===== config.mk =====
export PLATFORM = sky130hd
export DESIGN_NAME = pll_reset_sequencer
export DESIGN_NICKNAME = d
export VERILOG_FILES = /design/src/rtl/pll_reset_sequencer.sv
export SDC_FILE = /design/constraint.sdc
export NUM_CORES = 1
export LEC_CHECK = 0
export ABC_CLOCK_PERIOD_IN_PS = 2000
export BUFFER_PORTS_ARGS = -buffer_cell sky130_fd_sc_hd__buf_2
export CAP_MARGIN = 10
export CORE_ASPECT_RATIO = 0.5
export CORE_UTILIZATION = 52
export DETAILED_ROUTE_END_ITERATION = 8
export PLACE_DENSITY = 0.76
export SYNTH_ARGS = -nofsm -noshare
export SYNTH_HDL_FRONTEND = slang
export SYNTH_SLANG_ARGS = --single-unit

===== constraint.sdc =====
create_clock -name clkin -period 2 [get_ports clkin]
set_clock_uncertainty 0.1 [all_clocks]
set_input_delay 0.5 -clock clkin [delete_from_list [all_inputs] [get_ports clkin]]
set_output_delay 0.5 -clock clkin [all_outputs]
set_load 0.05 [all_outputs]

===== src/rtl/pll_reset_sequencer.sv =====
// rPLL power-up/relock sequencer with lock debounce and staggered domain reset release.
// Optional lock timeout with retry counting is enabled by defining PLL_SEQ_TIMEOUT_EN.
module pll_reset_sequencer #(
  parameter int PLL_RST_CYCLES      = 16,
  parameter int LOCK_STABLE_CYCLES  = 1024,
  parameter int LOCK_TIMEOUT_CYCLES = 65536,
  parameter int NUM_DOMAINS         = 3,
  parameter int STAGE_GAP           = 8
) (
  input  logic                   clkin,
  input  logic                   rst_n,
  input  logic                   pll_lock,
  input  logic                   relock_req,
  output logic                   pll_reset,
  output logic [NUM_DOMAINS-1:0] sys_rst_n,
  output logic                   ready,
  output logic [7:0]             lock_lost_cnt,
  output logic [7:0]             retry_cnt,
  output logic [2:0]             state
);

  localparam int REL_LAST = STAGE_GAP * (NUM_DOMAINS - 1);
  localparam int PW = $clog2(PLL_RST_CYCLES) + 1;
  localparam int SW = $clog2(LOCK_STABLE_CYCLES) + 1;
  localparam int RW = $clog2(REL_LAST + 1) + 1;

  localparam logic [PW-1:0] PRST_LAST = PW'(PLL_RST_CYCLES - 1);
  localparam logic [SW-1:0] STAB_LAST = SW'(LOCK_STABLE_CYCLES - 1);
  localparam logic [RW-1:0] REL_END   = RW'(REL_LAST);

  typedef enum logic [2:0] {
    ST_PRST = 3'd0,
    ST_WAIT = 3'd1,
    ST_STAB = 3'd2,
    ST_REL  = 3'd3,
    ST_RUN  = 3'd4
  } state_t;

  function automatic logic [7:0] sat_inc(input logic [7:0] v);
    if (v == 8'hFF) begin
      return v;
    end else begin
      return v + 8'd1;
    end
  endfunction

  logic                   sync1_r;
  logic                   lock_s_r;
  state_t                 state_r;
  state_t                 state_s;
  logic [PW-1:0]          prst_cnt_r;
  logic [PW-1:0]          prst_cnt_s;
  logic [SW-1:0]          stab_cnt_r;
  logic [SW-1:0]          stab_cnt_s;
  logic [RW-1:0]          rel_cnt_r;
  logic [RW-1:0]          rel_cnt_s;
  logic                   tmo_hit_s;
  logic                   lost_inc_s;
  logic                   pll_reset_r;
  logic                   pll_reset_s;
  logic [NUM_DOMAINS-1:0] sys_rst_n_r;
  logic [NUM_DOMAINS-1:0] sys_rst_n_s;
  logic                   ready_r;
  logic                   ready_s;
  logic [7:0]             lost_cnt_r;

`ifdef PLL_SEQ_TIMEOUT_EN
  localparam int TW = $clog2(LOCK_TIMEOUT_CYCLES) + 1;
  localparam logic [TW-1:0] TMO_LAST = TW'(LOCK_TIMEOUT_CYCLES - 1);

  logic [TW-1:0] tmo_cnt_r;
  logic [TW-1:0] tmo_cnt_s;
  logic          retry_inc_s;
  logic [7:0]    retry_cnt_r;

  assign tmo_hit_s = (tmo_cnt_r == TMO_LAST);

  // Timeout counter: counts lock-less WAIT cycles, survives STAB flaps, clears in PRST.
  always_comb begin
    tmo_cnt_s   = tmo_cnt_r;
    retry_inc_s = 1'b0;
    if (state_s == ST_PRST) begin
      tmo_cnt_s = TW'(0);
    end else if ((state_r == ST_WAIT) && (state_s == ST_WAIT) && !lock_s_r) begin
      tmo_cnt_s = tmo_cnt_r + TW'(1);
    end else begin
      tmo_cnt_s = tmo_cnt_r;
    end
    if ((state_r == ST_WAIT) && !lock_s_r && tmo_hit_s && !relock_req) begin
      retry_inc_s = 1'b1;
    end else begin
      retry_inc_s = 1'b0;
    end
  end

  // Timeout counter and saturating retry count registers.
  always_ff @(posedge clkin or negedge rst_n) begin
    if (!rst_n) begin
      tmo_cnt_r   <= TW'(0);
      retry_cnt_r <= 8'd0;
    end else begin
      tmo_cnt_r <= tmo_cnt_s;
      if (retry_inc_s) begin
        retry_cnt_r <= sat_inc(retry_cnt_r);
      end
    end
  end

  assign retry_cnt = retry_cnt_r;
`else
  assign tmo_hit_s = 1'b0;
  assign retry_cnt = 8'd0;
`endif

  // Two-flop synchroniser for the asynchronous PLL lock.
  always_ff @(posedge clkin or negedge rst_n) begin
    if (!rst_n) begin
      sync1_r  <= 1'b0;
      lock_s_r <= 1'b0;
    end else begin
      sync1_r  <= pll_lock;
      lock_s_r <= sync1_r;
    end
  end

  // Next-state and per-state counter logic.
  always_comb begin
    state_s    = state_r;
    prst_cnt_s = prst_cnt_r;
    stab_cnt_s = stab_cnt_r;
    rel_cnt_s  = rel_cnt_r;
    lost_inc_s = 1'b0;
    case (state_r)
      ST_PRST: begin
        if (relock_req) begin
          prst_cnt_s = PW'(0);
        end else if (prst_cnt_r == PRST_LAST) begin
          state_s = ST_WAIT;
        end else begin
          prst_cnt_s = prst_cnt_r + PW'(1);
        end
      end
      ST_WAIT: begin
        if (lock_s_r) begin
          state_s = ST_STAB;
        end else if (tmo_hit_s) begin
          state_s = ST_PRST;
        end else begin
          state_s = ST_WAIT;
        end
      end
      ST_STAB: begin
        if (!lock_s_r) begin
          state_s = ST_WAIT;
        end else if (stab_cnt_r == STAB_LAST) begin
          state_s = ST_REL;
        end else begin
          stab_cnt_s = stab_cnt_r + SW'(1);
        end
      end
      ST_REL: begin
        if (!lock_s_r) begin
          state_s = ST_PRST;
        end else if (rel_cnt_r == REL_END) begin
          state_s = ST_RUN;
        end else begin
          rel_cnt_s = rel_cnt_r + RW'(1);
        end
      end
      ST_RUN: begin
        if (!lock_s_r) begin
          state_s    = ST_PRST;
          lost_inc_s = 1'b1;
        end else begin
          state_s = ST_RUN;
        end
      end
      default: begin
        state_s = ST_PRST;
      end
    endcase

    if (relock_req && (state_r != ST_PRST)) begin
      state_s = ST_PRST;
    end else begin
      state_s = state_s;
    end

    // Every counter starts from zero in a freshly entered state.
    if (state_s != state_r) begin
      prst_cnt_s = PW'(0);
      stab_cnt_s = SW'(0);
      rel_cnt_s  = RW'(0);
    end else begin
      prst_cnt_s = prst_cnt_s;
    end
  end

  // Output values for the upcoming state, so the outputs stay aligned with state.
  always_comb begin
    sys_rst_n_s = {NUM_DOMAINS{1'b0}};
    pll_reset_s = (state_s == ST_PRST);
    ready_s     = (state_s == ST_RUN);
    for (int i = 0; i < NUM_DOMAINS; i++) begin
      sys_rst_n_s[i] = (state_s == ST_RUN) ||
                       ((state_s == ST_REL) && (rel_cnt_s >= RW'(STAGE_GAP * i)));
    end
  end

  // FSM state and sequencing counters.
  always_ff @(posedge clkin or negedge rst_n) begin
    if (!rst_n) begin
      state_r    <= ST_PRST;
      prst_cnt_r <= PW'(0);
      stab_cnt_r <= SW'(0);
      rel_cnt_r  <= RW'(0);
    end else begin
      state_r    <= state_s;
      prst_cnt_r <= prst_cnt_s;
      stab_cnt_r <= stab_cnt_s;
      rel_cnt_r  <= rel_cnt_s;
    end
  end

  // Registered outputs and the saturating lock-loss count.
  always_ff @(posedge clkin or negedge rst_n) begin
    if (!rst_n) begin
      pll_reset_r <= 1'b1;
      sys_rst_n_r <= {NUM_DOMAINS{1'b0}};
      ready_r     <= 1'b0;
      lost_cnt_r  <= 8'd0;
    end else begin
      pll_reset_r <= pll_reset_s;
      sys_rst_n_r <= sys_rst_n_s;
      ready_r     <= ready_s;
      if (lost_inc_s) begin
        lost_cnt_r <= sat_inc(lost_cnt_r);
      end
    end
  end

  assign pll_reset     = pll_reset_r;
  assign sys_rst_n     = sys_rst_n_r;
  assign ready         = ready_r;
  assign lock_lost_cnt = lost_cnt_r;
  assign state         = state_r;

endmodule


==> results by group <==
Die
  – Core area: 3940 µm²
  – Row count: 16
  – Die area: about 4500 µm²
  – Die H: around 48 µm
  – Chip Width: about 93 µm
  – IO Pins: 28
  – Starting Density: 55.1%

Setup path
  – Critical path endpoint: stab_cnt_r[2]
  – Crit Path Class: flip-flop to flip-flop
  – R2R Path End: stab_cnt_r[2]
  – Delay-heaviest family, CP: compound AO/OA/AOI/OAI gates
  – Crit. End Element: flip-flop
  – Critical path startpoint category: flip-flop
  – Arr. time, crit path: 2.08 ns
  – Slowest CP cell: dfrtp_1
  – Reg2reg start: prst_cnt_r[1]
  – Crit path depth: 7
  – Crit Path Max Fanout: 5
  – R2r worst-path depth: 7
  – CP bufs+invs: 0
  – WP data required: 2.08 ns
  – Origin of the worst setup path: prst_cnt_r[1]
  – Critical path's largest stage delay: 0.39 ns
  – Reg2Reg Setup Slack: -0.003 ns
  – Worst path cell trace: ha_2 > and3_4 > ha_4 > a22oi_2 > o22ai_4 > a32o_2 > a311oi_1

Clocking
  – CTS buffer count: 5
  – Worst skew pair latency: 0.29 ns
  – TritonCTS clock tree: done
  – Clock root buffer: clkbuf_8
  – CTS clk-pin slew, worst paths: approximately 0.080 ns
  – Clock Path Buffers: 2
  – H-tree depth: 2
  – # clock sinks: 40

Global routing
  – Vias in the first global route: 1397
  – Met2 usage: 31.0%
  – Largest net degree at the start of global routing: 22
  – Wire length of the first global-routing pass: around 6600 µm
  – Initial antenna violation count: 0
  – GRT Overall Usage: 20.1%
  – Global Route met1 Usage: 27.7%
  – Most Used Layer, Global Route: met2
  – Congestion Overflow GR: 0
  – M3 GR Usage: under 10%

Routing
  – Drt pass-1 iters: 4
  – Wire per inst: 13.3 µm
  – Vias per cell: 5.35
  – Final WL: 4310 µm
  – DR vias: 1738
  – Drt initial violations: 116
  – ANT nets after route: 0
  – Number of remaining DRC errors: 0

Worst hold path
  – Worst hold path class: input port to asynchronous set/reset pin

Synth
  – Synth Flop Type: dfrtp_1
  – EDFF count, synth: 0
  – Synthesis-stage register bit count: 40
  – Avg Cell Area, Syn: around 9.4 µm²
  – Cell Area, Synth: 2170 µm²
  – Synth async-reset ratio: 100%
  – Syn. warnings: 0
  – Synth Instances: around 230
  – Seq/Total Area, Yosys: 46.1%
  – Yosys cell types: 47

Power
  – Power Total: around 1.6 mW
  – Cell Pwr Density: 591 nW/µm²
  – Leak Pwr: 1.29 nW
  – Peak supply drop: roughly 0.38 mV

Placed design
  – IO Port Bufs: 19
  – Final HPWL DP: 3080 µm
  – Worst slack at placement: -0.0509 ns
  – Placer Congestion: 0.794

Finish
  – Nets: 280
  – # diodes: 0
  – FILL cells: 294
  – Share of layout cells above drive strength 1: between 20% and 30%
  – Syn-to-layout area delta: 22.8%

STA
  – WHS: between 0.06 and 0.07 ns
  – RSZ-0062 raised after global routing: true
  – # setup viols final: 2
  – Tmin final: 2.00 ns
  – Setup TNS Final: -0.00548 ns
  – Actual slew at the worst max-slew pin: 0.488 ns
  – Max-slew violation count: 0
  – Rel. slew slack: 67.1%
  – Final WS setup: -0.00280 ns
  – Max Freq: 499 MHz
  – Hold Vio Cnt, Final: 0
  – Final period util: 100%

Run
  – Max Cap Viol: 0

Run status
  – Status: complete, but fails checks
  – Violations in the final reports: negative setup slack
-- worst reg2reg max path, stage by stage (launching register included) --
cell and delay, ns:
dfrtp_1 0.39, ha_2 0.20, and3_4 0.18, ha_4 0.16
a22oi_2 0.19, o22ai_4 0.12, a32o_2 0.32, a311oi_1 0.24
-- cell usage after synthesis, drive strengths merged, types with 2 or more instances --
library cell | instances | area, µm²
nand2 | 20 | 75.1
nor2 | 34 | 130
inv | 9 | 33.8
nand4b | 2 | 17.5
a21oi | 12 | 60.1
nor2b | 2 | 12.5
nand3 | 6 | 30.0
nor3b | 2 | 15.0
clkbuf | 5 | 18.8
nor3 | 9 | 45.0
xnor2 | 11 | 96.3
o21ai | 6 | 30.0
and3 | 4 | 26.3
dfrtp | 39 | 976
nand4 | 8 | 56.3
buf | 13 | 97.6
or4 | 4 | 33.8
ha | 6 | 75.1
nand2b | 3 | 18.8
o211ai | 2 | 15.0
xor2 | 11 | 96.3
a2bb2oi | 3 | 26.3
nor4 | 2 | 12.5
-- sequential cells by signal, indices dropped and copies added (netlist names) --
signal         count
rel_cnt_r          6
state              3
pll_reset          1
ready              1
sys_rst_n          3
lock_s_r           1
stab_cnt_r        11
lock_lost_cnt      8
prst_cnt_r         5
sync1_r            1
-- worst min-delay path by stage --
stage	from	cells after the start	end
2_1_floorplan	rst_n	0	lock_lost_cnt[0]
3_3_place_gp	sync1_r	0	lock_s_r
3_5_place_dp	sync1_r	0	lock_s_r
4_1_cts	rst_n	1	rel_cnt_r[2]
5_1_grt	rst_n	1	lock_lost_cnt[6]
6_report	rst_n	1	rel_cnt_r[2]
-- kinds of logic after synthesis --
family                     synth area share (%)
other                                     0.173
AOI/OAI and AO/OA                          9.96
and+or+nand+nor                            24.1
DFF                                        46.1
xor gates and xnor gates                   8.87
buffers and inverters                      6.91
adders and majority gates                  3.91
-- power breakdown --
part / internal (mW) / total, mW / switching (mW) / leakage, nW
Sequential: 0.818 / 0.827 / 0.00909 / 0.548
Clock: 0.370 / 0.641 / 0.271 / 0.0552
Combinational: 0.0363 / 0.110 / 0.0742 / 0.690
Total: 1.22 / 1.58 / 0.354 / 1.29
-- placed cells by master, fill, tap and decap left out, types with 7 or more instances in the layout --
cell / n
buf_4: 19
a21oi_1: 8
buf_2: 19
nand2_1: 20
nor3_1: 9
nor2_1: 26
inv_1: 9
xor2_1: 11
conb_1: 8
dfrtp_1: 39
nand4_1: 7
nor2_2: 7
xnor2_1: 11
-- routing by layer --
metal  part of all wire [%]  vias up
met5                      0        -
met4                   0.46        0
met3                    3.5        2
met2                     45       36
met1                     51      844
li1                       -      856
-- timing repair --
item | CTS | global route
buffers inserted | 1 | 4
pin swaps | 2 | 8
cloned | 0 | 0
setup endpoints to repair | 20 | 27
hold buffers | 0 | 0
resized for setup | 2 | 23
-- layout make-up --
type | count | area [µm²] | share of cell area [%]
multi-input combinational | 171 | 1150 | 42.9
clock buffer | 6 | 72.6 | 2.72
clock inverter | 2 | 35.0 | 1.31
sequential | 40 | 1000 | 37.6
tap | 54 | 67.6 | 2.53
timing repair buffer | 43 | 312 | 11.7
inverter | 9 | 33.8 | 1.27
-- through the flow --
step	util, %	area (µm²)	cells
6_report	67.7	2670	325
5_1_grt	67.7	2670	325
4_1_cts	64.4	2540	321
3_5_place_dp	61.3	2420	312
3_3_place_gp	61.3	2420	312
2_1_floorplan	-	2210	238
Power figures use the tool's default switching activity.
